==> src/rtl/seq_cla_subtractor.sv <==
// Multi-cycle subtractor, diff = a - b - bin. One 4-bit borrow-look-ahead slice per clock, LSB first.
// Result is valid NS edges after accept and is held in DONE until out_ready; in_ready only in IDLE.
module seq_cla_subtractor #(
  parameter int WIDTH = 16
) (
  input  logic             clk,
  input  logic             rst_n,
  input  logic             in_valid,
  output logic             in_ready,
  input  logic [WIDTH-1:0] a,
  input  logic [WIDTH-1:0] b,
  input  logic             bin,
  output logic             out_valid,
  input  logic             out_ready,
  output logic [WIDTH-1:0] diff,
  output logic             bout,
  output logic             ovf
);

  localparam int NS = WIDTH / 4;
  localparam int CW = (NS > 1) ? $clog2(NS) : 1;

  typedef enum logic [1:0] {IDLE, CALC, DONE} state_t;

  state_t           state, state_nxt;
  logic [CW-1:0]    cnt;
  logic             brw;
  logic [WIDTH-1:0] a_r, b_r, res, res_nxt;
  logic [3:0]       g, p, c, sl;
  logic             c4, last;

  // Operands shift right each CALC edge, so the active slice always sits in bits [3:0].
  assign g = a_r[3:0] & ~b_r[3:0];
  assign p = a_r[3:0] ^ ~b_r[3:0];

  assign c[0] = ~brw;
  assign c[1] = g[0] | (p[0] & c[0]);
  assign c[2] = g[1] | (p[1] & g[0]) | (p[1] & p[0] & c[0]);
  assign c[3] = g[2] | (p[2] & g[1]) | (p[2] & p[1] & g[0]) | (p[2] & p[1] & p[0] & c[0]);
  assign c4   = g[3] | (p[3] & g[2]) | (p[3] & p[2] & g[1]) | (p[3] & p[2] & p[1] & g[0])
              | (p[3] & p[2] & p[1] & p[0] & c[0]);

  assign sl   = p ^ c;
  assign last = (cnt == CW'(NS - 1));

  generate
    if (WIDTH > 4) begin : g_wide
      assign res_nxt = {sl, res[WIDTH-1:4]};
    end else begin : g_narrow
      assign res_nxt = sl;
    end
  endgenerate

  assign in_ready = (state == IDLE);

  always_comb begin
    state_nxt = state;
    case (state)
      IDLE:    if (in_valid)  state_nxt = CALC;
      CALC:    if (last)      state_nxt = DONE;
      DONE:    if (out_ready) state_nxt = IDLE;
      default:                state_nxt = IDLE;
    endcase
  end

  always_ff @(posedge clk or negedge rst_n) begin
    if (!rst_n) begin
      state     <= IDLE;
      cnt       <= '0;
      brw       <= 1'b0;
      a_r       <= '0;
      b_r       <= '0;
      res       <= '0;
      diff      <= '0;
      bout      <= 1'b0;
      ovf       <= 1'b0;
      out_valid <= 1'b0;
    end else begin
      state <= state_nxt;
      case (state)
        IDLE: begin
          if (in_valid) begin
            a_r <= a;
            b_r <= b;
            brw <= bin;
            cnt <= '0;
          end
        end
        CALC: begin
          a_r <= a_r >> 4;
          b_r <= b_r >> 4;
          brw <= ~c4;
          res <= res_nxt;
          cnt <= cnt + CW'(1);
          if (last) begin
            // On the last slice a_r[3]/b_r[3] are the original operand sign bits.
            diff      <= res_nxt;
            bout      <= ~c4;
            ovf       <= (a_r[3] ^ b_r[3]) & (sl[3] ^ a_r[3]);
            out_valid <= 1'b1;
          end
        end
        DONE: begin
          if (out_ready) out_valid <= 1'b0;
        end
        default: ;
      endcase
    end
  end

endmodule

==> config.mk <==
export PLATFORM = sky130hd
export DESIGN_NAME = seq_cla_subtractor
export DESIGN_NICKNAME = d
export VERILOG_FILES = /design/src/rtl/seq_cla_subtractor.sv
export SDC_FILE = /design/constraint.sdc
export NUM_CORES = 1
export LEC_CHECK = 0
export BUFFER_PORTS_ARGS = -buffer_cell sky130_fd_sc_hd__clkbuf_2
export CORE_ASPECT_RATIO = 1.2
export CORE_MARGIN = 2
export CORE_UTILIZATION = 57
export CTS_BUF_LIST = sky130_fd_sc_hd__clkbuf_8
export CTS_CLUSTER_DIAMETER = 60
export DETAILED_ROUTE_END_ITERATION = 6
export PLACE_DENSITY = 0.83
export SYNTH_ARGS = -nofsm -noshare
export SYNTH_HDL_FRONTEND = slang
export SYNTH_SLANG_ARGS = --single-unit
==> constraint.sdc <==
create_clock -name clk -period 2.3 [get_ports clk]
set_input_delay 0.46 -clock clk [delete_from_list [all_inputs] [get_ports clk]]
set_output_delay 0.46 -clock clk [all_outputs]
set_load 0.03 [all_outputs]
==> metrics.csv, run 1 <==
stage;metric;value;unit
placement;post-DP HPWL;4100;um
cells_and_area;proportion of layout cells with a drive suffix above 1;27.9;%
power_and_ir_drop;peak supply drop;0.839;mV
timing;clock skew;8.05;ps
synth;Yosys reg bits;68;
clock_tree;Hold-fix buffers, CTS;0;
cells_and_area;area taken by multi-input logic gates;1200;um2
critical_path;critical path class;reg -> reg;
timing;min Tclk post-route;1770;ps
cells_and_area;register area;1700;um2
global_routing;number of global-route vias before repair;2144;
floorplan;Die W;70.3;um
power_and_ir_drop;Overall Power;5.57;mW
synth;post-synthesis xor/xnor area fraction;0.292;%
route;DR vias/cell;5.43;
route;wire per inst;14.3;um
timing;Final Hold Viols;0;
timing;final worst path period share;76.8;%
route;vias;2155;
timing;post-route setup TNS;0;ps
critical_path;worst reg2reg path depth;6;
clock_tree;root buffer cell;clkbuf_8;
floorplan;Chip Height;83.5;um
floorplan;area of the core;5010;um2
min_path;Hold WC Path Type;in -> async;
synth;Post-Syn Area;3000;um2
global_routing;largest net degree at the start of global routing;57;
clock_tree;post-CTS setup buffer count;0;
power_and_ir_drop;Power Dens Cells;1580;nW/um2
route;Routed Antenna Nets;0;
run_status;outcome;finished clean;
critical_path;Worst setup SP type;flip-flop;
clock_tree;CTS tree;yes;
floorplan;initial core utilization;60.0;%
clock_tree;Longest Clk Path Bufs;2;
synth;main combinational cell family by area after synthesis;multiplexers;
cells_and_area;fillcell total;384;
route;WL final;5690;um
synth;multiplexer share of the synthesized area;12.5;%
synth;Ys Warns;0;
timing;Final Max Tran Viols;0;
synth;Cells after Synth;275;
timing;Max Freq;566;MHz
route;drt first-iter violations;119;
cells_and_area;Final #Nets;375;
placement;dpl cell area;3330;um2
global_routing;first-pass GRT wire length;9920;um
run;maxcap violations;0;
critical_path;Worst EP arrival;2020;ps
synth;adder-cell share of the synthesized area;2.75;%
placement;gp weighted congestion;0.718;
route;DRC;0;
synth;sequential area share after synthesis;56.6;%
critical_path;Max FO, Critical Path;7;
cells_and_area;fin area;3530;um2
clock_tree;CTS sink count;68;
cells_and_area;synthesis-to-finish area growth;17.5;%
floorplan;row count;28;
global_routing;GRT Resource Usage Total;21.6;%
timing;slew margin rel.;62.4;%
clock_tree;CTS Buf Count;9;
timing;RSZ-0062 raised after global routing;false;
global_routing;initial antenna violation count;0;
placement;IO buf count;56;
cells_and_area;Diodes inserted;0;
clock_tree;htree depth;3;
power_and_ir_drop;Leak Pwr;1.80;nW
route;length of the first detailed-routing pass in iterations;4;
synth;simple-gate share of the synthesized area;11.6;%
cells_and_area;commonest cells after routing, fill and taps aside;68 x dfrtp_1, 65 x nand2_1, 55 x clkbuf_2;
timing;slew at the pin closest to its max-slew limit;564;ps
critical_path;CP Capture Type;flip-flop;
clock_tree;clk slew on worst S/H paths;70;ps
floorplan;I/O Pins;57;
critical_path;required time of the critical path;2560;ps
clock_tree;CTS resizes;0;
synth;Synth Area in Compound Gates;12.1;%
floorplan;total die area;5870;um2
global_routing;GRT overflow;0;
timing;Final setup viols;0;
synth;Synth Net Count;318;
synth;Mapped Avg Cell Area;10.9;um2
clock_tree;Clock Latency Late Sink;340;ps
synth;Distinct cells, synth;32;
cells_and_area;commonest non-fill, non-tap cell in the layout;dfrtp_1;
==> flip-flops by register name (all words and copies together), names as in the netlist <==
name       flops
ovf            1
diff          16
cnt            2
a_r           16
brw            1
b_r           16
bout           1
res           12
out_valid      1
state          2
==> logic make-up (layout without fill, tap and decap cells) <==
| family | Yosys count | in the layout |
|---|---|---|
| XOR/XNOR | 1 | 1 |
| multiplexers | 36 | 36 |
| AND/OR/NAND/NOR | 82 | 82 |
| AO/OA/AOI/OAI | 60 | 60 |
| flip-flops | 68 | 68 |
| buffers and inverters | 22 | 84 |
| adder cells (fa/ha/maj) | 6 | 6 |
==> report_power, final <==
group          switching [mW]  leakage (nW)  internal (mW)
clock                   0.428         0.109          0.552
sequential              0.368         0.856           1.75
combinational            1.47         0.836           1.00
==> critical path, stage by stage (launching register included) <==
cell and delay (ps):
dfrtp_1 380, inv_1 50, ha_1 260, nor2b_1 150
o31a_1 320, or4_1 430, o211ai_1 90
==> layer usage <==
layer | vias up | routed length (um) | global-route usage [%]
li1 | 1054 | - | -
met1 | 1033 | 2420 | 26.7
met2 | 59 | 2930 | 37.0
met3 | 9 | 231 | 3.50
met4 | 0 | 108 | 9.44
met5 | - | 0 | 0
==> synthesized netlist by cell type <==
master     n  area share [%]
a21oi_1    7             1.2
a22o_1     4             1.2
a31oi_1    1            0.21
a32o_1     1            0.33
and2_1     1            0.21
buf_1      1            0.12
buf_2      7             1.2
buf_4      2            0.50
buf_6      3             1.1
clkbuf_1   1            0.12
clkbuf_2   1            0.17
dfrtp_1   68              57
fa_1       1            0.67
ha_1       5             2.1
inv_1      7            0.87
mux2_2    12             4.5
mux2i_1   24             8.0
nand2_1   65             8.1
nand2_2    1            0.21
nand2_4    1            0.37
nor2_1     2            0.25
nor2b_1    6             1.2
nor2b_2    1            0.29
nor3_1     4            0.67
o211ai_1   1            0.25
o21a_1     4             1.0
o21ai_0   34             5.7
o31a_1     1            0.29
o31ai_1    6             1.5
o41ai_2    1            0.54
or4_1      1            0.25
xor2_1     1            0.29
==> through the flow <==
| step | hold WS, ps | util [%] | setup WS (ps) | std cells |
|---|---|---|---|---|
| after detailed placement | 462 | 66.5 | 553 | 381 |
| after global routing | 165 | 70.5 | 450 | 397 |
| final | 109 | 70.5 | 533 | 397 |
| after floorplan | 164 | - | 663 | 275 |
| after global placement | 459 | 66.5 | 601 | 381 |
| after CTS | 120 | 70.5 | 533 | 397 |
==> path summary, 6_finish.rpt <==
kind,startpoint,to,slack [ps]
max in group asynchronous,rst_n,a_r[6]$_DFFE_PN0P_,1470
worst max-delay path,b_r[0]$_DFFE_PN0P_,brw$_DFFE_PN0P_,530
worst max register to register,b_r[0]$_DFFE_PN0P_,brw$_DFFE_PN0P_,530
worst min-delay path,rst_n,b_r[4]$_DFFE_PN0P_,110
worst min register to register,res[6]$_DFFE_PN0P_,res[6]$_DFFE_PN0P_,470
min in group clk,out_ready,state[1]$_DFFE_PN0P_,310
==> cell type report <==
class,instances,share of cell area [%]
well taps,60,2.13
clock buffers,11,4.29
flip-flops and latches,68,48.2
repair buffers,61,9.36
multi-input cells,185,33.9
clock inverters,5,1.42
inverters,7,0.744
Note: power is estimated with default switching activity, not from simulation.
==> inputs of run 2 (changes only) <==
--- a/config.mk
+++ b/config.mk
@@ -8,11 +8,11 @@
 export BUFFER_PORTS_ARGS = -buffer_cell sky130_fd_sc_hd__clkbuf_2
 export CORE_ASPECT_RATIO = 1.2
 export CORE_MARGIN = 2
-export CORE_UTILIZATION = 57
+export CORE_UTILIZATION = 51
 export CTS_BUF_LIST = sky130_fd_sc_hd__clkbuf_8
 export CTS_CLUSTER_DIAMETER = 60
 export DETAILED_ROUTE_END_ITERATION = 6
-export PLACE_DENSITY = 0.83
+export PLACE_DENSITY = 0.78
 export SYNTH_ARGS = -nofsm -noshare
 export SYNTH_HDL_FRONTEND = slang
 export SYNTH_SLANG_ARGS = --single-unit
==> constraint.sdc (replaced) <==
create_clock -name clk -period 1.5 [get_ports clk]
set_input_delay 0.3 -clock clk [delete_from_list [all_inputs] [get_ports clk]]
set_output_delay 0.3 -clock clk [all_outputs]
set_load 0.03 [all_outputs]
==> run 2 against run 1 <==
  * The run now ends with setup timing left
  * Final cell count rose by 9.1%
  * Wire length rose by 5.3%
  * Count of clock-buffer cells in the layout fell by 2
  * Hold slack improved by 37 ps
  * Critical endpoint unchanged
  * Largest cell class unchanged
  * Largest power group unchanged
==> metrics.csv, run 2 (synthesis results as in run 1) <==
stage;metric;value;unit
global_routing;GRT overflow;0;
clock_tree;root buffer cell;clkbuf_8;
power_and_ir_drop;Clk pwr share;17.2;%
power_and_ir_drop;peak supply drop;1.23;mV
placement;IO buf count;56;
placement;DP Worst Slack;-153;ps
timing;Fin Hold WS;146;ps
timing;slew margin rel.;73.2;%
clock_tree;Clock Latency Late Sink;340;ps
placement;post-DP HPWL;3990;um
critical_path;Worst setup SP type;flip-flop;
route;drt first-iter violations;93;
run_status;outcome;complete, but fails checks;
critical_path;Max FO, Critical Path;5;
critical_path;critical path cell sequence;ha_1 -> nor2b_4 -> o31a_1 -> or4_1 -> o211ai_1;
floorplan;Die W;74.1;um
clock_tree;CTS tree;yes;
floorplan;I/O Pins;57;
critical_path;Worst EP arrival;1950;ps
route;Routed Antenna Nets;0;
critical_path;CP Capture Type;flip-flop;
critical_path;Critical R2R Launch;a_r[0]$_DFFE_PN0P_;
power_and_ir_drop;Leak Pwr;1.91;nW
cells_and_area;Diodes inserted;0;
power_and_ir_drop;Logic pwr share;49.3;%
timing;Max Freq;594;MHz
route;wire per inst;13.8;um
power_and_ir_drop;Overall Power;9.49;mW
timing;clock skew;7.48;ps
cells_and_area;synthesis-to-finish area growth;27.0;%
critical_path;Setup crit end;brw$_DFFE_PN0P_;
cells_and_area;commonest non-fill, non-tap cell in the layout;dfrtp_1;
cells_and_area;proportion of layout cells with a drive suffix above 1;33.7;%
clock_tree;Longest Clk Path Bufs;2;
clock_tree;clk slew on worst S/H paths;70;ps
run;maxcap violations;0;
power_and_ir_drop;Flop pwr share;33.5;%
placement;gp weighted congestion;0.743;
critical_path;critical path class;reg -> reg;
critical_path;worst reg2reg path depth;5;
route;WL final;5990;um
floorplan;area of the core;5670;um2
power_and_ir_drop;Power Dens Cells;2490;nW/um2
route;length of the first detailed-routing pass in iterations;5;
critical_path;Worst R2R Setup Slack;-180;ps
power_and_ir_drop;Sw Share;40.3;%
run_status;failing checks;setup timing;
power_and_ir_drop;cell-internal power;5.67;mW
timing;min setup slack post-route;-183;ps
timing;final worst path period share;112;%
critical_path;Critical Path Source;a_r[0]$_DFFE_PN0P_;
clock_tree;htree depth;3;
timing;Final Max Tran Viols;0;
global_routing;largest net degree at the start of global routing;69;
power_and_ir_drop;P_sw;3.82;mW
timing;Final Hold Viols;0;
floorplan;initial core utilization;53.0;%
global_routing;number of global-route vias before repair;2144;
clock_tree;CTS sink count;68;
cells_and_area;Final #Nets;391;
cells_and_area;commonest cells after routing, fill and taps aside;66 x dfrtp_1, 65 x nand2_1, 54 x clkbuf_2;
critical_path;required time of the critical path;1760;ps
floorplan;row count;30;
route;DR vias/cell;5.09;
global_routing;initial antenna violation count;0;
global_routing;GRT Resource Usage Total;20.3;%
critical_path;worst r2r dst;brw$_DFFE_PN0P_;
route;DRC;0;
clock_tree;CTS Buf Count;9;
cells_and_area;Largest regs;a_r x16, b_r x16, diff x16;
critical_path;Worst path slowest cell;or4_1;
timing;Final setup viols;7;
route;vias;2202;
global_routing;first-pass GRT wire length;9940;um
timing;slew at the pin closest to its max-slew limit;400;ps
min_path;Hold WC Path Type;in -> reg;
timing;min Tclk post-route;1680;ps
floorplan;total die area;6520;um2
floorplan;Chip Height;88.1;um
critical_path;CP max stage delay;420;ps
timing;RSZ-0062 raised after global routing;true;
-- run 2: through the flow --
stage	TNS, ps	std cells	utilization (%)	instance area (um2)
6_report	-787	433	67.3	3810
5_1_grt	-1520	433	67.3	3810
4_1_cts	-697	430	65.6	3720
3_5_place_dp	-708	412	61.2	3470
3_3_place_gp	-540	412	61.2	3470
2_1_floorplan	-403	275	-	3010
-- run 2: how the worst min path moves through the flow --
stage | start | endpoint | slack (ps) | depth (start not counted)
6_report | out_ready | state[1]$_DFFE_PN0P_ | 150 | 2
4_1_cts | out_ready | state[1]$_DFFE_PN0P_ | 140 | 2
5_1_grt | out_ready | state[1]$_DFFE_PN0P_ | 150 | 2
3_3_place_gp | rst_n | diff[8]$_DFFE_PN0P_ | 350 | 2
3_5_place_dp | rst_n | res[8]$_DFFE_PN0P_ | 350 | 2
2_1_floorplan | rst_n | a_r[0]$_DFFE_PN0P_ | 4 | 0
-- run 2: cell type report --
type,count,area (um2)
clock inverters,7,91.3
well taps,80,100
repair buffers,77,517
fillers,457,1850
multi-input cells,185,1250
flip-flops and latches,68,1700
clock buffers,9,124
inverters,7,26.3
-- run 2: critical path, delay by kind of cell, from the launching register on --
family,cells,cell delay [ps]
adder cells (fa/ha/maj),1,290
AND/OR/NAND/NOR,2,550
AO/OA/AOI/OAI,2,390
flip-flops,1,380
-- run 2: timing repair --
item                                    in CTS  in global routing
hold buffers                                 1                  0
endpoints found under the setup margin       8                 15
hold endpoints to repair                    68                  0
setup buffers                                1                  2
gates resized for setup                      5                 22
gates cloned                                 0                  1
pin swaps                                    3                  2
-- run 2: power by group through the flow --
| stage | Combinational, mW | Clock [mW] | Sequential (mW) |
|---|---|---|---|
| 6_report | 4.68 | 1.63 | 3.18 |
| 5_1_grt | 5.15 | 1.74 | 3.29 |
| 4_1_cts | 4.33 | 1.66 | 3.18 |
| 3_5_place_dp | 4.21 | 0 | 3.22 |
| 3_3_place_gp | 4.08 | 0 | 3.17 |
| 2_1_floorplan | 2.65 | 0 | 3.55 |
-- run 2: routing by layer --
| layer | global-route usage [%] | share of wire [%] |
|---|---|---|
| met5 | 0 | 0 |
| met3 | 5.87 | 4.7 |
| met2 | 32.5 | 48 |
| met1 | 25.9 | 45 |
| met4 | 7.77 | 2.1 |
==> inputs of run 3 (changes only) <==
--- a/config.mk
+++ b/config.mk
@@ -13,6 +13,8 @@
 export CTS_CLUSTER_DIAMETER = 60
 export DETAILED_ROUTE_END_ITERATION = 6
 export PLACE_DENSITY = 0.78
+export RECOVER_POWER = 25
 export SYNTH_ARGS = -nofsm -noshare
 export SYNTH_HDL_FRONTEND = slang
 export SYNTH_SLANG_ARGS = --single-unit
+export TNS_END_PERCENT = 10
==> run 3 against run 2 <==
  * The run still ends with setup timing left
  * Core utilization shrank 1.3 points
  * Wire length is 3.9% lower
  * Combinational power down 8.8%
  * Sequential cell count stayed put
  * Count of clock-buffer cells in the layout up 1
  * Critical path type unchanged
  * Critical endpoint unchanged
  * Largest cell class unchanged
==> metrics.csv, run 3 (synthesis results as in run 1) <==
stage;metric;value;unit
timing;min Tclk post-route;1690;ps
critical_path;Worst EP arrival;1940;ps
power_and_ir_drop;Overall Power;9.31;mW
global_routing;first-pass GRT wire length;9900;um
timing;post-route setup TNS;-671;ps
global_routing;initial antenna violation count;0;
global_routing;largest net degree at the start of global routing;69;
cells_and_area;Final #Nets;386;
route;vias;2186;
power_and_ir_drop;Power Dens Cells;2490;nW/um2
cells_and_area;proportion of layout cells with a drive suffix above 1;31.0;%
route;drt first-iter violations;105;
clock_tree;post-CTS setup buffer count;0;
run_status;outcome;complete, but fails checks;
critical_path;WP buf/inv;0;
critical_path;Worst path slowest cell;or4_1;
power_and_ir_drop;Leak Pwr;1.88;nW
critical_path;crit-path leading delay family;simple AND/OR/NAND/NOR gates;
cells_and_area;commonest cells after routing, fill and taps aside;67 x dfrtp_1, 65 x nand2_1, 54 x clkbuf_2;
critical_path;critical path cell sequence;ha_1 -> nor2b_1 -> o31a_1 -> or4_1 -> o211ai_1;
clock_tree;CTS Buf Count;9;
cells_and_area;synthesis-to-finish area growth;24.6;%
floorplan;Chip Height;88.1;um
route;DR vias/cell;5.11;
critical_path;Worst setup SP type;flip-flop;
global_routing;GRT overflow;0;
critical_path;CP Capture Type;flip-flop;
route;wire per inst;13.5;um
run;maxcap violations;0;
cells_and_area;Largest regs;a_r x16, b_r x16, diff x16;
global_routing;number of global-route vias before repair;2217;
timing;Max Freq;592;MHz
timing;min setup slack post-route;-189;ps
critical_path;Critical R2R Launch;a_r[0]$_DFFE_PN0P_;
route;WL final;5760;um
cells_and_area;area taken by multi-input logic gates;1230;um2
floorplan;row count;30;
timing;clock skew;14.6;ps
placement;IO buf count;56;
timing;final worst path period share;113;%
cells_and_area;fillcell total;469;
critical_path;worst reg2reg path depth;5;
cells_and_area;Diodes inserted;0;
route;length of the first detailed-routing pass in iterations;4;
timing;slew at the pin closest to its max-slew limit;908;ps
clock_tree;CTS tree;yes;
clock_tree;htree depth;3;
route;Routed Antenna Nets;0;
floorplan;I/O Pins;57;
critical_path;CP max stage delay;410;ps
min_path;hold endpoint;state[1]$_DFFE_PN0P_;
placement;Inst Count DP;411;
min_path;Hold Startpoint;out_ready;
floorplan;area of the core;5670;um2
clock_tree;Clock Latency Late Sink;340;ps
placement;post-DP HPWL;3900;um
critical_path;required time of the critical path;1750;ps
critical_path;worst r2r dst;brw$_DFFE_PN0P_;
timing;slew margin rel.;39.5;%
timing;Fin Hold WS;148;ps
clock_tree;Longest Clk Path Bufs;2;
cells_and_area;final non-filler cell total;428;
critical_path;Worst R2R Setup Slack;-190;ps
floorplan;Die W;74.1;um
cells_and_area;commonest non-fill, non-tap cell in the layout;dfrtp_1;
min_path;Hold WC Path Type;in -> reg;
route;M1 wire length;2560;um
clock_tree;CTS sink count;68;
route;DRC;0;
timing;Final setup viols;7;
route;top sig layer;met4;
critical_path;Max FO, Critical Path;5;
min_path;Min-Delay Path Depth;2;
route;routed wl met3;329;um
placement;gp weighted congestion;0.745;
global_routing;GRT Resource Usage Total;20.1;%
critical_path;critical path class;reg -> reg;
run_status;failing checks;setup timing;
clock_tree;root buffer cell;clkbuf_8;
route;wire length on met2;2770;um
timing;RSZ-0062 raised after global routing;true;
cells_and_area;fin util;66.0;%
power_and_ir_drop;peak supply drop;1.12;mV
timing;Final Max Tran Viols;0;
floorplan;total die area;6520;um2
cells_and_area;register area;1700;um2
floorplan;initial core utilization;53.0;%
clock_tree;clk slew on worst S/H paths;80;ps
timing;Final Hold Viols;0;
[run 3: changes by cell type in the layout (fill, tap and decap cells not counted), moves of 2 or more]
cell,delta
o21ai_1,-9
o31ai_1,+2
o31ai_2,-2
o21ai_0,+9
buf_6,-3
clkinv_2,-3
[run 3: layout make-up]
| class | instances | share of cell area (%) |
|---|---|---|
| Timing Repair Buffer | 72 | 11.7 |
| Sequential cell | 68 | 45.5 |
| Inverter | 7 | 0.702 |
| Multi-Input combinational cell | 185 | 32.8 |
| Clock buffer | 10 | 3.68 |
| Tap cell | 80 | 2.67 |
| Clock inverter | 6 | 2.97 |
[run 3: metal layers]
metal  vias to the layer above  track usage (%)
li1                       1087                -
met1                      1032             25.3
met2                        59             33.0
met3                         8             4.49
met4                         0             8.93
met5                         -                0
[run 3: power by group]
group | switching, mW | internal [mW]
logic | 2.44 | 1.83
registers | 0.498 | 2.68
clock network | 0.706 | 1.15
total | 3.65 | 5.66
[run 3: worst max-delay path by stage]
| stage | from | to | depth (start not counted) |
|---|---|---|---|
| final | a_r[0]$_DFFE_PN0P_ | brw$_DFFE_PN0P_ | 5 |
| after global routing | a_r[0]$_DFFE_PN0P_ | brw$_DFFE_PN0P_ | 5 |
| after CTS | a_r[0]$_DFFE_PN0P_ | brw$_DFFE_PN0P_ | 5 |
| after detailed placement | a_r[0]$_DFFE_PN0P_ | brw$_DFFE_PN0P_ | 5 |
| after global placement | a_r[0]$_DFFE_PN0P_ | brw$_DFFE_PN0P_ | 5 |
| after floorplan | a_r[0]$_DFFE_PN0P_ | brw$_DFFE_PN0P_ | 5 |
[run 3: metrics by stage]
step | setup WS (ps) | cell area [um2]
5_1_grt | -247 | 3740
4_1_cts | -207 | 3730
2_1_floorplan | -137 | 3000
3_3_place_gp | -144 | 3450
6_report | -189 | 3740
3_5_place_dp | -176 | 3450
[run 3: timing repair]
item	CTS	global route
endpoints found under the setup margin	8	11
endpoints found under the hold margin	68	0
hold buffers	1	0
pin swaps	1	1
resized for setup	4	7
